**src/rtl/ika2151_bus_write_sched.sv**
```systemverilog
// rtl/ika2151_bus_write_sched.sv - queued IKA2151 CPU-bus register write scheduler
//
// Queues (register address, data) pairs and replays each one on the IKA2151 CPU bus as an
// address write (A0=0) followed by a data write (A0=1), holding setup, strobe and
// post-write wait times so the chip register file is never written while busy. All bus
// timing is counted in phiM ticks: i_EMUCLK rising edges with i_phiM_PCEN_n low.
//
// Optional build macro: IKA2151_WSCHED_BUSY_POLL_EN
//   Defined   : the fixed post-data wait is replaced by status reads polling busy (i_D[7]).
//   Undefined : fixed DATA_WAIT_TK wait, i_D unused, o_RD_n tied high.
//
// Ports
//   i_EMUCLK       master clock, all flops on its rising edge
//   i_RST          asynchronous reset, active high
//   i_phiM_PCEN_n  phiM clock enable (active low), shared with the IKA2151
//   i_PUSH_VALID   host offers an entry; accepted when o_PUSH_READY is also high
//   o_PUSH_READY   FIFO not full
//   i_PUSH_ADDR    register address of the offered entry
//   i_PUSH_DATA    register data of the offered entry
//   o_CS_n/o_WR_n/o_RD_n/o_A0/o_D  registered IKA2151 bus drive
//   i_D            IKA2151 data out; bit 7 is the busy flag
//   o_IDLE         FIFO empty and FSM idle
//   o_LEVEL        FIFO occupancy
module ika2151_bus_write_sched #(
    parameter int DEPTH        = 16,
    parameter int STROBE_TK    = 2,
    parameter int ADDR_WAIT_TK = 4,
    parameter int DATA_WAIT_TK = 68,
    parameter int ADDR_SKIP    = 1
) (
    input  logic                     i_EMUCLK,
    input  logic                     i_RST,
    input  logic                     i_phiM_PCEN_n,
    input  logic                     i_PUSH_VALID,
    output logic                     o_PUSH_READY,
    input  logic [7:0]               i_PUSH_ADDR,
    input  logic [7:0]               i_PUSH_DATA,
    output logic                     o_CS_n,
    output logic                     o_WR_n,
    output logic                     o_RD_n,
    output logic                     o_A0,
    output logic [7:0]               o_D,
    input  logic [7:0]               i_D,
    output logic                     o_IDLE,
    output logic [$clog2(DEPTH):0]   o_LEVEL
);

    localparam int PW = $clog2(DEPTH);
    localparam int CW = PW + 1;

    // Tick counter is 8 bits and saturating; a zero wait is stretched to one tick.
    function automatic logic [7:0] tk_lim(input int n);
        if (n < 1) return 8'd1;
        else if (n > 255) return 8'd255;
        else return 8'(n);
    endfunction

    localparam logic [7:0] STRB_LIM = tk_lim(STROBE_TK);
    localparam logic [7:0] AW_LIM   = tk_lim(ADDR_WAIT_TK);

    localparam logic [3:0] ST_IDLE    = 4'd0;
    localparam logic [3:0] ST_A_SETUP = 4'd1;
    localparam logic [3:0] ST_A_STRB  = 4'd2;
    localparam logic [3:0] ST_A_WAIT  = 4'd3;
    localparam logic [3:0] ST_D_SETUP = 4'd4;
    localparam logic [3:0] ST_D_STRB  = 4'd5;
`ifdef IKA2151_WSCHED_BUSY_POLL_EN
    localparam logic [3:0] ST_POLL_RD  = 4'd6;
    localparam logic [3:0] ST_POLL_REL = 4'd7;
`else
    localparam logic [3:0] ST_D_WAIT  = 4'd6;
    localparam logic [7:0] DW_LIM     = tk_lim(DATA_WAIT_TK);
`endif

    // FIFO
    logic [7:0]    mem_addr [DEPTH];
    logic [7:0]    mem_data [DEPTH];
    logic [PW-1:0] wr_ptr;
    logic [PW-1:0] rd_ptr;
    logic [CW-1:0] count;
    logic          push;
    logic          pop;
    logic [7:0]    head_addr;
    logic [7:0]    head_data;

    // FSM and bus registers
    logic [3:0] state;
    logic [7:0] cnt;
    logic [7:0] cnt_inc;
    logic       tick;
    logic [7:0] hold_addr;
    logic [7:0] hold_data;
    logic [7:0] last_addr;
    logic       last_valid;
    logic       cs_n;
    logic       wr_n;
    logic       a0;
    logic [7:0] d;
`ifdef IKA2151_WSCHED_BUSY_POLL_EN
    logic       rd_n;
    logic       poll_busy;
    logic [7:0] poll_num;
`else
    logic       unused_d;
    assign unused_d = ^i_D;
`endif

    assign tick         = ~i_phiM_PCEN_n;
    assign cnt_inc      = (cnt == 8'hFF) ? cnt : cnt + 8'd1;
    assign o_PUSH_READY = (count != CW'(DEPTH));
    assign push         = i_PUSH_VALID & o_PUSH_READY;
    assign pop          = (state == ST_IDLE) && (count != '0);
    assign head_addr    = mem_addr[rd_ptr];
    assign head_data    = mem_data[rd_ptr];

    always_ff @(posedge i_EMUCLK) begin
        if (push) begin
            mem_addr[wr_ptr] <= i_PUSH_ADDR;
            mem_data[wr_ptr] <= i_PUSH_DATA;
        end
    end

    always_ff @(posedge i_EMUCLK or posedge i_RST) begin
        if (i_RST) begin
            wr_ptr <= '0;
            rd_ptr <= '0;
            count  <= '0;
        end else begin
            if (push) wr_ptr <= wr_ptr + PW'(1);
            if (pop)  rd_ptr <= rd_ptr + PW'(1);
            case ({push, pop})
                2'b10:   count <= count + CW'(1);
                2'b01:   count <= count - CW'(1);
                default: count <= count;
            endcase
        end
    end

    // Strobe states: the first tick drops the strobe, it is released once cnt reaches the
    // strobe length, so the low time is exactly STRB_LIM ticks. Wait states are entered
    // with cnt=1 on the releasing tick.
    always_ff @(posedge i_EMUCLK or posedge i_RST) begin
        if (i_RST) begin
            state      <= ST_IDLE;
            cnt        <= '0;
            hold_addr  <= '0;
            hold_data  <= '0;
            last_addr  <= '0;
            last_valid <= 1'b0;
            cs_n       <= 1'b1;
            wr_n       <= 1'b1;
            a0         <= 1'b0;
            d          <= '0;
`ifdef IKA2151_WSCHED_BUSY_POLL_EN
            rd_n       <= 1'b1;
            poll_busy  <= 1'b0;
            poll_num   <= '0;
`endif
        end else begin
            case (state)
                ST_IDLE: begin
                    // Pop is a plain clock edge; the bus only moves on the next tick.
                    if (pop) begin
                        hold_addr <= head_addr;
                        hold_data <= head_data;
                        if ((ADDR_SKIP != 0) && last_valid && (head_addr == last_addr))
                            state <= ST_D_SETUP;
                        else
                            state <= ST_A_SETUP;
                    end
                end
                ST_A_SETUP: if (tick) begin
                    cs_n  <= 1'b0;
                    a0    <= 1'b0;
                    d     <= hold_addr;
                    cnt   <= '0;
                    state <= ST_A_STRB;
                end
                ST_A_STRB: if (tick) begin
                    if (cnt == 8'd0) begin
                        wr_n <= 1'b0;
                        cnt  <= 8'd1;
                    end else if (cnt >= STRB_LIM) begin
                        // D is left on the bus past the release for hold time.
                        wr_n  <= 1'b1;
                        cs_n  <= 1'b1;
                        cnt   <= 8'd1;
                        state <= ST_A_WAIT;
                    end else begin
                        cnt <= cnt_inc;
                    end
                end
                ST_A_WAIT: if (tick) begin
                    // The data setup is applied on the tick that ends the wait, so the
                    // data phase setup tick lands right after the ADDR_WAIT_TK idle ticks.
                    if (cnt >= AW_LIM) begin
                        last_addr  <= hold_addr;
                        last_valid <= 1'b1;
                        cs_n       <= 1'b0;
                        a0         <= 1'b1;
                        d          <= hold_data;
                        cnt        <= '0;
                        state      <= ST_D_STRB;
                    end else begin
                        cnt <= cnt_inc;
                    end
                end
                ST_D_SETUP: if (tick) begin
                    cs_n  <= 1'b0;
                    a0    <= 1'b1;
                    d     <= hold_data;
                    cnt   <= '0;
                    state <= ST_D_STRB;
                end
                ST_D_STRB: if (tick) begin
                    if (cnt == 8'd0) begin
                        wr_n <= 1'b0;
                        cnt  <= 8'd1;
                    end else if (cnt >= STRB_LIM) begin
                        wr_n  <= 1'b1;
                        cs_n  <= 1'b1;
                        cnt   <= 8'd1;
`ifdef IKA2151_WSCHED_BUSY_POLL_EN
                        // Enter the release state as if busy so the first read follows
                        // after one tick with CS_n high.
                        poll_busy <= 1'b1;
                        poll_num  <= '0;
                        state     <= ST_POLL_REL;
`else
                        state <= ST_D_WAIT;
`endif
                    end else begin
                        cnt <= cnt_inc;
                    end
                end
`ifdef IKA2151_WSCHED_BUSY_POLL_EN
                ST_POLL_RD: if (tick) begin
                    if (cnt >= STRB_LIM) begin
                        rd_n      <= 1'b1;
                        cs_n      <= 1'b1;
                        poll_busy <= i_D[7];
                        state     <= ST_POLL_REL;
                    end else begin
                        cnt <= cnt_inc;
                    end
                end
                ST_POLL_REL: if (tick) begin
                    if (poll_busy && (poll_num != 8'hFF)) begin
                        cs_n     <= 1'b0;
                        a0       <= 1'b1;
                        rd_n     <= 1'b0;
                        poll_num <= poll_num + 8'd1;
                        cnt      <= 8'd1;
                        state    <= ST_POLL_RD;
                    end else begin
                        state <= ST_IDLE;
                    end
                end
`else
                ST_D_WAIT: if (tick) begin
                    if (cnt >= DW_LIM) state <= ST_IDLE;
                    else               cnt   <= cnt_inc;
                end
`endif
                default: state <= ST_IDLE;
            endcase
        end
    end

    assign o_CS_n  = cs_n;
    assign o_WR_n  = wr_n;
    assign o_A0    = a0;
    assign o_D     = d;
`ifdef IKA2151_WSCHED_BUSY_POLL_EN
    assign o_RD_n  = rd_n;
`else
    assign o_RD_n  = 1'b1;
`endif
    assign o_IDLE  = (state == ST_IDLE) && (count == '0);
    assign o_LEVEL = count;

endmodule

```
**config.mk**
```make
export PLATFORM = sky130hd
export DESIGN_NAME = ika2151_bus_write_sched
export DESIGN_NICKNAME = d
export VERILOG_FILES = /design/src/rtl/ika2151_bus_write_sched.sv
export SDC_FILE = /design/constraint.sdc
export NUM_CORES = 1
export LEC_CHECK = 0
export CAP_MARGIN = 20
export CORE_UTILIZATION = 39
export CTS_BUF_LIST = sky130_fd_sc_hd__clkbuf_4 sky130_fd_sc_hd__clkbuf_8
export CTS_CLUSTER_DIAMETER = 200
export CTS_CLUSTER_SIZE = 10
export DETAILED_ROUTE_END_ITERATION = 7
export PLACE_DENSITY = 0.61
export SLEW_MARGIN = 30
export SYNTH_ARGS = -nofsm -noshare
export SYNTH_HDL_FRONTEND = slang
export SYNTH_SLANG_ARGS = --single-unit
```
**constraint.sdc**
```tcl
create_clock -name i_EMUCLK -period 6.4 [get_ports i_EMUCLK]
set_clock_uncertainty 0.15 [all_clocks]
set_input_delay 0.64 -clock i_EMUCLK [delete_from_list [all_inputs] [get_ports i_EMUCLK]]
set_output_delay 0.64 -clock i_EMUCLK [all_outputs]
set_load 0.05 [all_outputs]
```
Yosys cells after proc, flatten, opt, wreduce, memory -nomap -nowiden
Memory sizes are Yosys's and may differ from the RTL's. A register that Yosys moved wholly into a read port is not among the register bits.
Cells that the tools add are included.
{"block": "word_totals", "memories": 2, "elab_cells": 119, "in_bits": 28, "output_inout_bits": 19, "ram_bits": 256, "ff_bits": 53}
{"block": "op_classes", "n_mux": 45, "reduce_logical": 21, "bitwise": 2, "n_eq_ne": 29, "magnitude_cmp": 3, "n_addsub": 5}
{"name": "mem_addr", "words": 16, "width": 8, "read_ports": 1, "rd_clocked_by_memory_dff": 0, "wr": 1, "line_no": "76", "text": "logic [7:0] mem_addr [DEPTH];"}
{"name": "mem_data", "words": 16, "width": 8, "read_ports": 1, "rd_clocked_by_memory_dff": 1, "wr": 1, "line_no": "77", "text": "logic [7:0] mem_data [DEPTH];"}
{"cell": "two-way mux 8 bit", "count": 13}
{"cell": "two-way mux 4 bit", "count": 13}
{"cell": "!= test 2 bit, second input constant", "count": 17}
{"cell": "one-hot mux 8 bit (4 select lines)", "count": 1}
{"cell": "one-hot mux 4 bit (7 select lines)", "count": 1}
{"cell": "one-hot mux 8 bit (3 select lines)", "count": 1}
{"cell": "AND reduction 13 bit", "count": 1}
{"cell": "== test 4 x 3 -> 1 bit, second input constant", "count": 3}
{"cell": "two-way mux 1 bit", "count": 12}
{"cell": "one-hot mux 5 bit (2 select lines)", "count": 1}
{"cell": "adder 4 x 1 -> 4 bit, second input constant", "count": 2}
{"cell": "adder 8 x 1 -> 8 bit, second input constant", "count": 1}
{"cell": "== test 4 x 2 -> 1 bit, second input constant", "count": 2}
{"cell": "== test 8 bit", "count": 1}
{"cell": "== test 8 bit, second input constant", "count": 1}
{"cell": "greater-or-equal comparator 8 x 2 -> 1 bit, second input constant", "count": 1}
{"cell": "greater-or-equal comparator 8 x 3 -> 1 bit, second input constant", "count": 1}
{"cell": "greater-or-equal comparator 8 x 7 -> 1 bit, second input constant", "count": 1}
{"cell": "logical NOT 8 bit", "count": 1}
{"cell": "AND reduction 7 bit", "count": 1}
{"cell": "one-hot mux 1 bit (3 select lines)", "count": 2}
{"cell": "AND reduction 3 bit", "count": 2}
{"cell": "AND reduction 6 bit", "count": 1}
{"cell": "nonzero test 3 bit", "count": 2}
{"cell": "other kinds (19)", "count": 23}

Logic depth before layout (Yosys ltp)
Gate-level depths: netlist of the first run.
{"block": "logic_depth", "depth_word": 6, "ltp_mapped": 14, "mapped_depth_nobuf": 13}

Worst setup path before layout of the first run
OpenSTA, ideal clock, no wires.
{"block": "synth_path", "path_kind": "reg-to-reg", "from": "register count[0] (netlist: o_LEVEL[0])", "to": "memory mem_addr[3][0], enable pin", "path_buffers": 1, "setup_ps": 409, "required_time_ps": 5841, "stages_incl_launch_ff": 7, "slack_ps": 2865, "t_arrival_ps": 2976, "synth_period_minus_slack_ps": 3535, "cell_sequence": "dfrtp_1 > nor4_1 > nand2_1 > and2_1 > clkbuf_1 > nand2_1 > nor3_1"}
{"block": "synth_between", "elab_chain_len": 4}
{"item": "from (decl)", "line_no": "80", "text": "logic [CW-1:0] count;"}
{"item": "from (signal assigned)", "line_no": "132", "text": "2'b10: count <= count + CW'(1);"}
{"item": "from (signal assigned)", "line_no": "133", "text": "2'b01: count <= count - CW'(1);"}
{"item": "from (signal assigned)", "line_no": "134", "text": "default: count <= count;"}
{"item": "!= test 5 bit", "line_no": "110", "text": "assign o_PUSH_READY = (count != CW'(DEPTH));"}
{"item": "named net o_PUSH_READY", "line_no": "35", "text": "output logic o_PUSH_READY,"}
{"item": "bitwise AND 1 bit", "line_no": "111", "text": "assign push = i_PUSH_VALID & o_PUSH_READY;"}
{"item": "two-way mux 1 bit", "line_no": "117", "text": "if (push) begin"}
{"item": "two-way mux 1 bit (implied by the code)", "line_no": "118", "text": "mem_addr[wr_ptr] <= i_PUSH_ADDR;"}
{"item": "to (decl)", "line_no": "76"}
The timed path passes the listed nets, and every way through them passes these cells.

Worst setup path in the final report of the first run
{"block": "layout_path", "from": "register count[0] (netlist: o_LEVEL[0])", "to": "register count[4] (netlist: o_LEVEL[4])"}
{"block": "layout_between", "elab_chain_len": 4, "word_cells_on_any_way": 10, "cone_classes": "2 x add/sub; 3 x eq/ne; 1 x mux; 1 x bitwise; 3 x reduce/logical"}
{"item": "!= test 5 bit or nonzero test 5 bit (tied branches)", "line_no": "110, 112"}
{"item": "bitwise AND 1 bit or logical AND 1 bit (tied branches)", "line_no": "111, 112"}
{"item": "== test 2 x 1 -> 1 bit or == test 2 bit (tied branches)", "line_no": "131", "text": "case ({push, pop})"}
{"item": "one-hot mux 5 bit (2 select lines) or nonzero test 2 bit (tied branches)"}
Parallel ways exist; a longest one is shown, timed or not.
A chain may end at the register's enable or synchronous reset.

==> out/results.tsv, run 1 <==
metric	value	unit
ir_worst_vdd	0.184	mV
final_layout_size_suffix_gt1_share	22.2	%
antenna_found_initial	1	
leakagePower	0.00506	µW
start_kind	register	
cpMostUsedCell	inv_1	
drtAntennaViolNets	0	
slowest_delay	0.44	ns
hold_class	register to register	
multi_input_area	3700	µm²
fillCellCount	2945	
end_kind	register	
synth.most_common_cell	edfxtp_1	
area_growth_syn_to_layout	12.0	%
ys_types	58	
slew_viol_final	0	
clockBufferDepth	3	
first_global_vias	6918	
num_rows	66	
synth_area_leaders	edfxtp_1 (59%), dfrtp_1 (11%), mux4_2 (9.1%)	
power.density	436	nW/µm²
critPathBufInv	3	
rsz0062_at_grt	false	
cp.arrival	3.91	ns
hold_depth	2	
r2r-start	o_LEVEL[0]	
rr_endpoint	o_LEVEL[4]	
grt_max_degree	61	
drtIter0Drc	479	
cts_setup_buffers	0	
cts_max_level	2	
crit_start	o_LEVEL[0]	
gp_congestion	0.793	
max_freq	276	MHz
synth-edff-count	256	
worst_pin_slew	1.05	ns
cts-root-buf	clkbuf_8	
vias	6797	
fin_tns_setup	0	ns
finalCritPeriodShare	56.6	%
holdPathEnd	o_D[2]	
wl_per_cell	21.0	µm
path_cells	nor4_1 -> nand2b_1 -> nand2_1 -> inv_1 -> ha_1 -> inv_1 -> fa_1 -> inv_1 -> a21o_1 -> a21oi_1 -> xnor2_1 -> nor2_1 -> xor2_1	
async_reset_ff_share	19.0	%
cts_hold_buf	0	
start_util	39.9	%
detail_route.first_pass.iterations	5	
min_from	o_D[2]	
numCtsBuffers	37	
critPathTopFamily	simple AND/OR/NAND/NOR gates	
synthCells	770	
n_antenna_cell	0	
dp_hpwl	15500	µm
core_area	32900	µm²
nets	871	
overflow	0	
ys_warn_count	0	
yosys.area.top_type	edfxtp_1	
min_period	3.62	ns
route.detailed.drc	0	
drt_wl_total	26900	µm
grt_pass1_wl	41600	µm
avgSynthCellArea	17.0	µm²
portBuffers	37	
dieArea	34400	µm²
synth_common_cells	edfxtp_1 (256), dfrtp_1 (58), mux4_2 (53), nand2_1 (51), nor2_1 (43)	
ios	47	
synth_ff_type	edfxtp_1	
path_class	register to register	
dieWidth	185	µm
whs	0.333	ns
ys_ff_latch	316	
cts_resized	0	
grtUsageTotal	16.5	%
r2r_cells	13	
reg2reg_setup_slack	2.78	ns
synth.net_count	810	
max_cap_viol_count	0	
syn_area	13100	µm²
crit_required	6.69	ns
final_cell_area	14700	µm²
viasPerCell	5.29	
status	finished, final reports clean	
synth_top_area_share	58.6	%
setup_viol	0	
hold_violations	0	
yosysSeqAreaShare	70.0	%
cts.sinks	316	
critPathMaxFanout	15	
clk_latency	0.55	ns
maxSlewHeadroom	30.1	%
area.sequential	9200	µm²
cp_slowest_cell	nand2_1	
die_h	185	µm
post_dp_cell_area	14000	µm²
cts_tree	done	
clk_pin_slew	0.08	ns
[kinds of logic (layout without fill, tap and decap cells)]
family,Yosys count,count (layout),synth area share (%)
simple gates,150,150,5.24
mux,130,130,15.5
other cells,1,1,0.0286
flops,316,316,70.0
fa+ha+maj,12,12,1.20
compound gates,87,87,4.58
buf+inv,55,129,2.21
xor+xnor,19,19,1.27
[flip-flops by register name, summed over array words and instances (netlist names), 5 cells and up]
register and flops:
mem_data 128, hold_data 8, last_addr 8, hold_addr 8, o_D 8, o_LEVEL 5
cnt 8, mem_addr 128
[worst reg2reg max path, stage by stage (launching register included)]
cell and delay [ns]:
dfrtp_1 0.43, nor4_1 0.41, nand2b_1 0.21, nand2_1 0.45
inv_1 0.43, ha_1 0.37, inv_1 0.12, fa_1 0.21
inv_1 0.05, a21o_1 0.17, a21oi_1 0.18, xnor2_1 0.13
nor2_1 0.06, xor2_1 0.14
[placed cells by master (no fill, tap or decap), types with 10 or more instances in the layout]
master,synthesis,final
edfxtp_1,256,256
dfrtp_1,58,55
mux4_2,53,53
nand2_1,51,51
mux2i_1,37,37
clkbuf_8,0,37
clkdlybuf4s50_1,0,37
mux2_2,31,31
nor2_1,43,31
o21ai_0,31,31
buf_4,2,22
inv_1,17,16
nor2_2,0,12
nand2b_1,11,11
a21oi_1,11,11
ha_1,11,11
clkbuf_4,0,11
xnor2_1,10,10
nand3_1,10,10
[routing by layer]
metal  global-route usage, %  vias up  share of wire [%]
li1                        -     3088                  -
met1                    22.9     3509                 46
met2                    26.7      154                 47
met3                    2.88       44                4.5
met4                    4.83        2                2.1
met5                       0        -              0.041
[worst max-delay path by stage]
stage	endpoint	depth (start not counted)
final	o_LEVEL[4]	13
after global routing	o_LEVEL[4]	13
after CTS	o_LEVEL[4]	13
after detailed placement	o_LEVEL[4]	13
after global placement	o_LEVEL[4]	13
after floorplan	mem_addr[3][0]	6
[cell type report]
cell class,instances,area share (%)
tap,442,3.76
sequential,316,62.6
clock inverter,4,0.383
inverter,18,0.460
timing repair buffer,59,3.64
clock buffer,48,4.03
multi-input combinational,399,25.1
[power breakdown]
part | switching (µW) | internal, µW
Clock | 677 | 638
Sequential | 303 | 2570
Combinational | 1240 | 988
Total | 2220 | 4190
[per-stage QoR]
stage / utilization [%] / setup WS [ns] / std cells / power (µW)
finish: 44.7 / 2.78 / 1286 / 6410
global route: 44.7 / 2.46 / 1286 / 6790
CTS: 44.7 / 2.72 / 1286 / 6500
detailed placement: 42.7 / 2.73 / 1234 / 5170
global placement: 42.7 / 2.73 / 1234 / 5140
floorplan: - / 2.87 / 770 / 4520
No activity file was read; power rests on OpenSTA's default activity.
==> run 2, diff against run 1 <==
--- a/config.mk
+++ b/config.mk
@@ -11,7 +11,7 @@
 export CTS_CLUSTER_DIAMETER = 200
 export CTS_CLUSTER_SIZE = 10
 export DETAILED_ROUTE_END_ITERATION = 7
-export PLACE_DENSITY = 0.61
+export PLACE_DENSITY = 0.63
 export SLEW_MARGIN = 30
 export SYNTH_ARGS = -nofsm -noshare
 export SYNTH_HDL_FRONTEND = slang
==> constraint.sdc (replaced) <==
create_clock -name i_EMUCLK -period 3 [get_ports i_EMUCLK]
set_clock_uncertainty 0.15 [all_clocks]
set_input_delay 0.3 -clock i_EMUCLK [delete_from_list [all_inputs] [get_ports i_EMUCLK]]
set_output_delay 0.3 -clock i_EMUCLK [all_outputs]
set_load 0.05 [all_outputs]
==> run 2 against run 1 <==
Compared with the run above:
- via count rose by 0.82%
- largest cell class unchanged
- worst setup slack got worse by 2.6 ns
- die area did not move
- sequential power rose by 110%
- worst hold slack got worse by 0.0065 ns
- clock-buffer cell count rose by 1
- final cell count rose by 2.1%
- non-clock buffer count rose by 27
- critical endpoint is now state[2]
- largest power group unchanged
==> out/results.tsv, run 2 (synthesized netlist as in run 1, its figures left out) <==
metric	value	unit	change
status	finished, final reports clean		
critPathMaxFanout	24		+9
core_area	32900	µm²	unchanged
num_rows	66		unchanged
slew_viol_final	0		unchanged
first_global_vias	7022		+1.5%
max_cap_viol_count	0		unchanged
clk_pin_slew	0.07	ns	about the same
numCtsBuffers	37		unchanged
maxSlewHeadroom	60.9	%	+31 points
drtIter0Drc	470		-1.9%
path_cells	buf_4 -> mux2_2 -> o221ai_1 -> mux2i_1 -> o2111a_1 -> nand4_1 -> o311ai_2		
cts_max_level	2		unchanged
gp_congestion	0.805		+1.5%
crit_required	3.30	ns	-3.39 ns
portBuffers	37		unchanged
layout_commonest_cell	edfxtp_1		
vias	6853		+0.82%
critPathBufInv	1		-2
switching_share	34.3	%	-0.27 points
wl_per_cell	20.4	µm	-2.5%
slowest_delay	0.71	ns	+0.27 ns
min_period	2.84	ns	-0.781 ns
hold_violations	0		unchanged
route.detailed.drc	0		unchanged
finalCritPeriodShare	94.7	%	+38 points
n_antenna_cell	0		unchanged
viasPerCell	5.22		-1.2%
combPwrFrac	36.7	%	+2.0 points
setup_viol	0		unchanged
end_kind	register		
final_util	45.6	%	+0.92 points
path_class	register to register		
mostFrequentLayoutCells	edfxtp_1 (256), mux4_2 (53), nand2_1 (50), dfrtp_1 (50), buf_4 (45)		
drtAntennaViolNets	0		unchanged
hold_class	register to register		
detail_route.first_pass.iterations	4		-1
place_inst	1260		+2.1%
cp_slowest_cell	dfrtp_4		
final_cell_area	15000	µm²	+2.1%
clk_latency	0.54	ns	about the same
cts.sinks	316		unchanged
pwr-share-clk	20.2	%	-0.3 points
seqPwrFrac	43.1	%	-1.7 points
cts_tree	done		
grt_max_degree	61		unchanged
setup_slack	0.159	ns	-2.62 ns
final_layout_size_suffix_gt1_share	25.3	%	+3.1 points
nets	898		+3.1%
max_freq	352	MHz	+27%
dieArea	34400	µm²	unchanged
rsz0062_at_grt	false		
area_growth_syn_to_layout	14.3	%	
largestRegisters	mem_addr x128, mem_data x128		
p_int	9220	µW	+120%
dieWidth	185	µm	unchanged
power.density	936	nW/µm²	+110%
grt_pass1_wl	41600	µm	unchanged
clockBufferDepth	3		unchanged
start_kind	register		
fin_tns_setup	0	ns	unchanged
die_h	185	µm	unchanged
instances_no_fill	1313		+2.1%
cp.arrival	3.14	ns	-0.77 ns
worst_pin_slew	0.583	ns	-0.465 ns
leakagePower	0.00523	µW	+3.4%
post_dp_cell_area	14300	µm²	+2.0%
p_switching	4820	µW	+120%
critPathTopFamily	compound AO/OA/AOI/OAI gates		
preCtsSetupSlack	0.138	ns	-2.59 ns
grtUsageTotal	16.3	%	-0.19 points
cts-root-buf	clkbuf_8		
dp_hpwl	16200	µm	+4.3%
cts_setup_buffers	0		unchanged
ios	47		unchanged
drt_wl_total	26800	µm	-0.45%
antenna_found_initial	0		-1
ir_worst_vdd	0.415	mV	+130%
start_util	39.9	%	unchanged
overflow	0		unchanged
[run 2: tightest hold or removal path, stage by stage, from the launching register on]
cell and delay [ns]:
dfstp_2 0.37, o21ai_0 0.06, nand2_1 0.05
[run 2: layout make-up]
class                           instances  area, µm²
Clock buffer                           49        606
Clock inverter                          3       50.0
Fill cell                            2907      17900
Inverter                               18       67.6
Multi-Input combinational cell        399       3740
Sequential cell                       316       9200
Tap cell                              442        553
Timing Repair Buffer                   86        777
[run 2: per-layer routing]
layer	global-route usage, %	wire length [µm]
met5	0	0
met4	4.43	520
met3	3.13	1440
met2	26.6	13100
met1	22.4	11800
[run 2: per-stage QoR]
step,total power [µW],hold WS (ns)
final,14000,0.326
after global routing,14900,0.362
after CTS,14200,0.327
after detailed placement,11400,0.316
after global placement,11300,0.312
after floorplan,9700,0.249
[run 2: power by group through the flow]
stage	Combinational [µW]	Clock, µW	Sequential (µW)
final	5150	2840	6050
after global routing	5660	3110	6140
after CTS	5230	2950	6060
after detailed placement	5210	0	6150
after global placement	5150	0	6120
after floorplan	3500	0	6200
[run 2: path summary, 6_finish.rpt]
path | to | cells after the start | slack, ns | start
min in group asynchronous | o_D[1] | 4 | 0.55 | i_RST
min reg2reg | o_WR_n | 2 | 0.33 | o_WR_n
min | o_WR_n | 2 | 0.33 | o_WR_n
max in group asynchronous | o_CS_n | 4 | 1.83 | i_RST
max | state[2] | 7 | 0.16 | rd_ptr[0]
max reg2reg | state[2] | 7 | 0.16 | rd_ptr[0]
[run 2: what timing repair did]
item	4_1_cts	5_1_grt
endpoints found under the hold margin	58	0
resized for setup	1	0
hold buffers	1	0
setup endpoints to repair	1	0
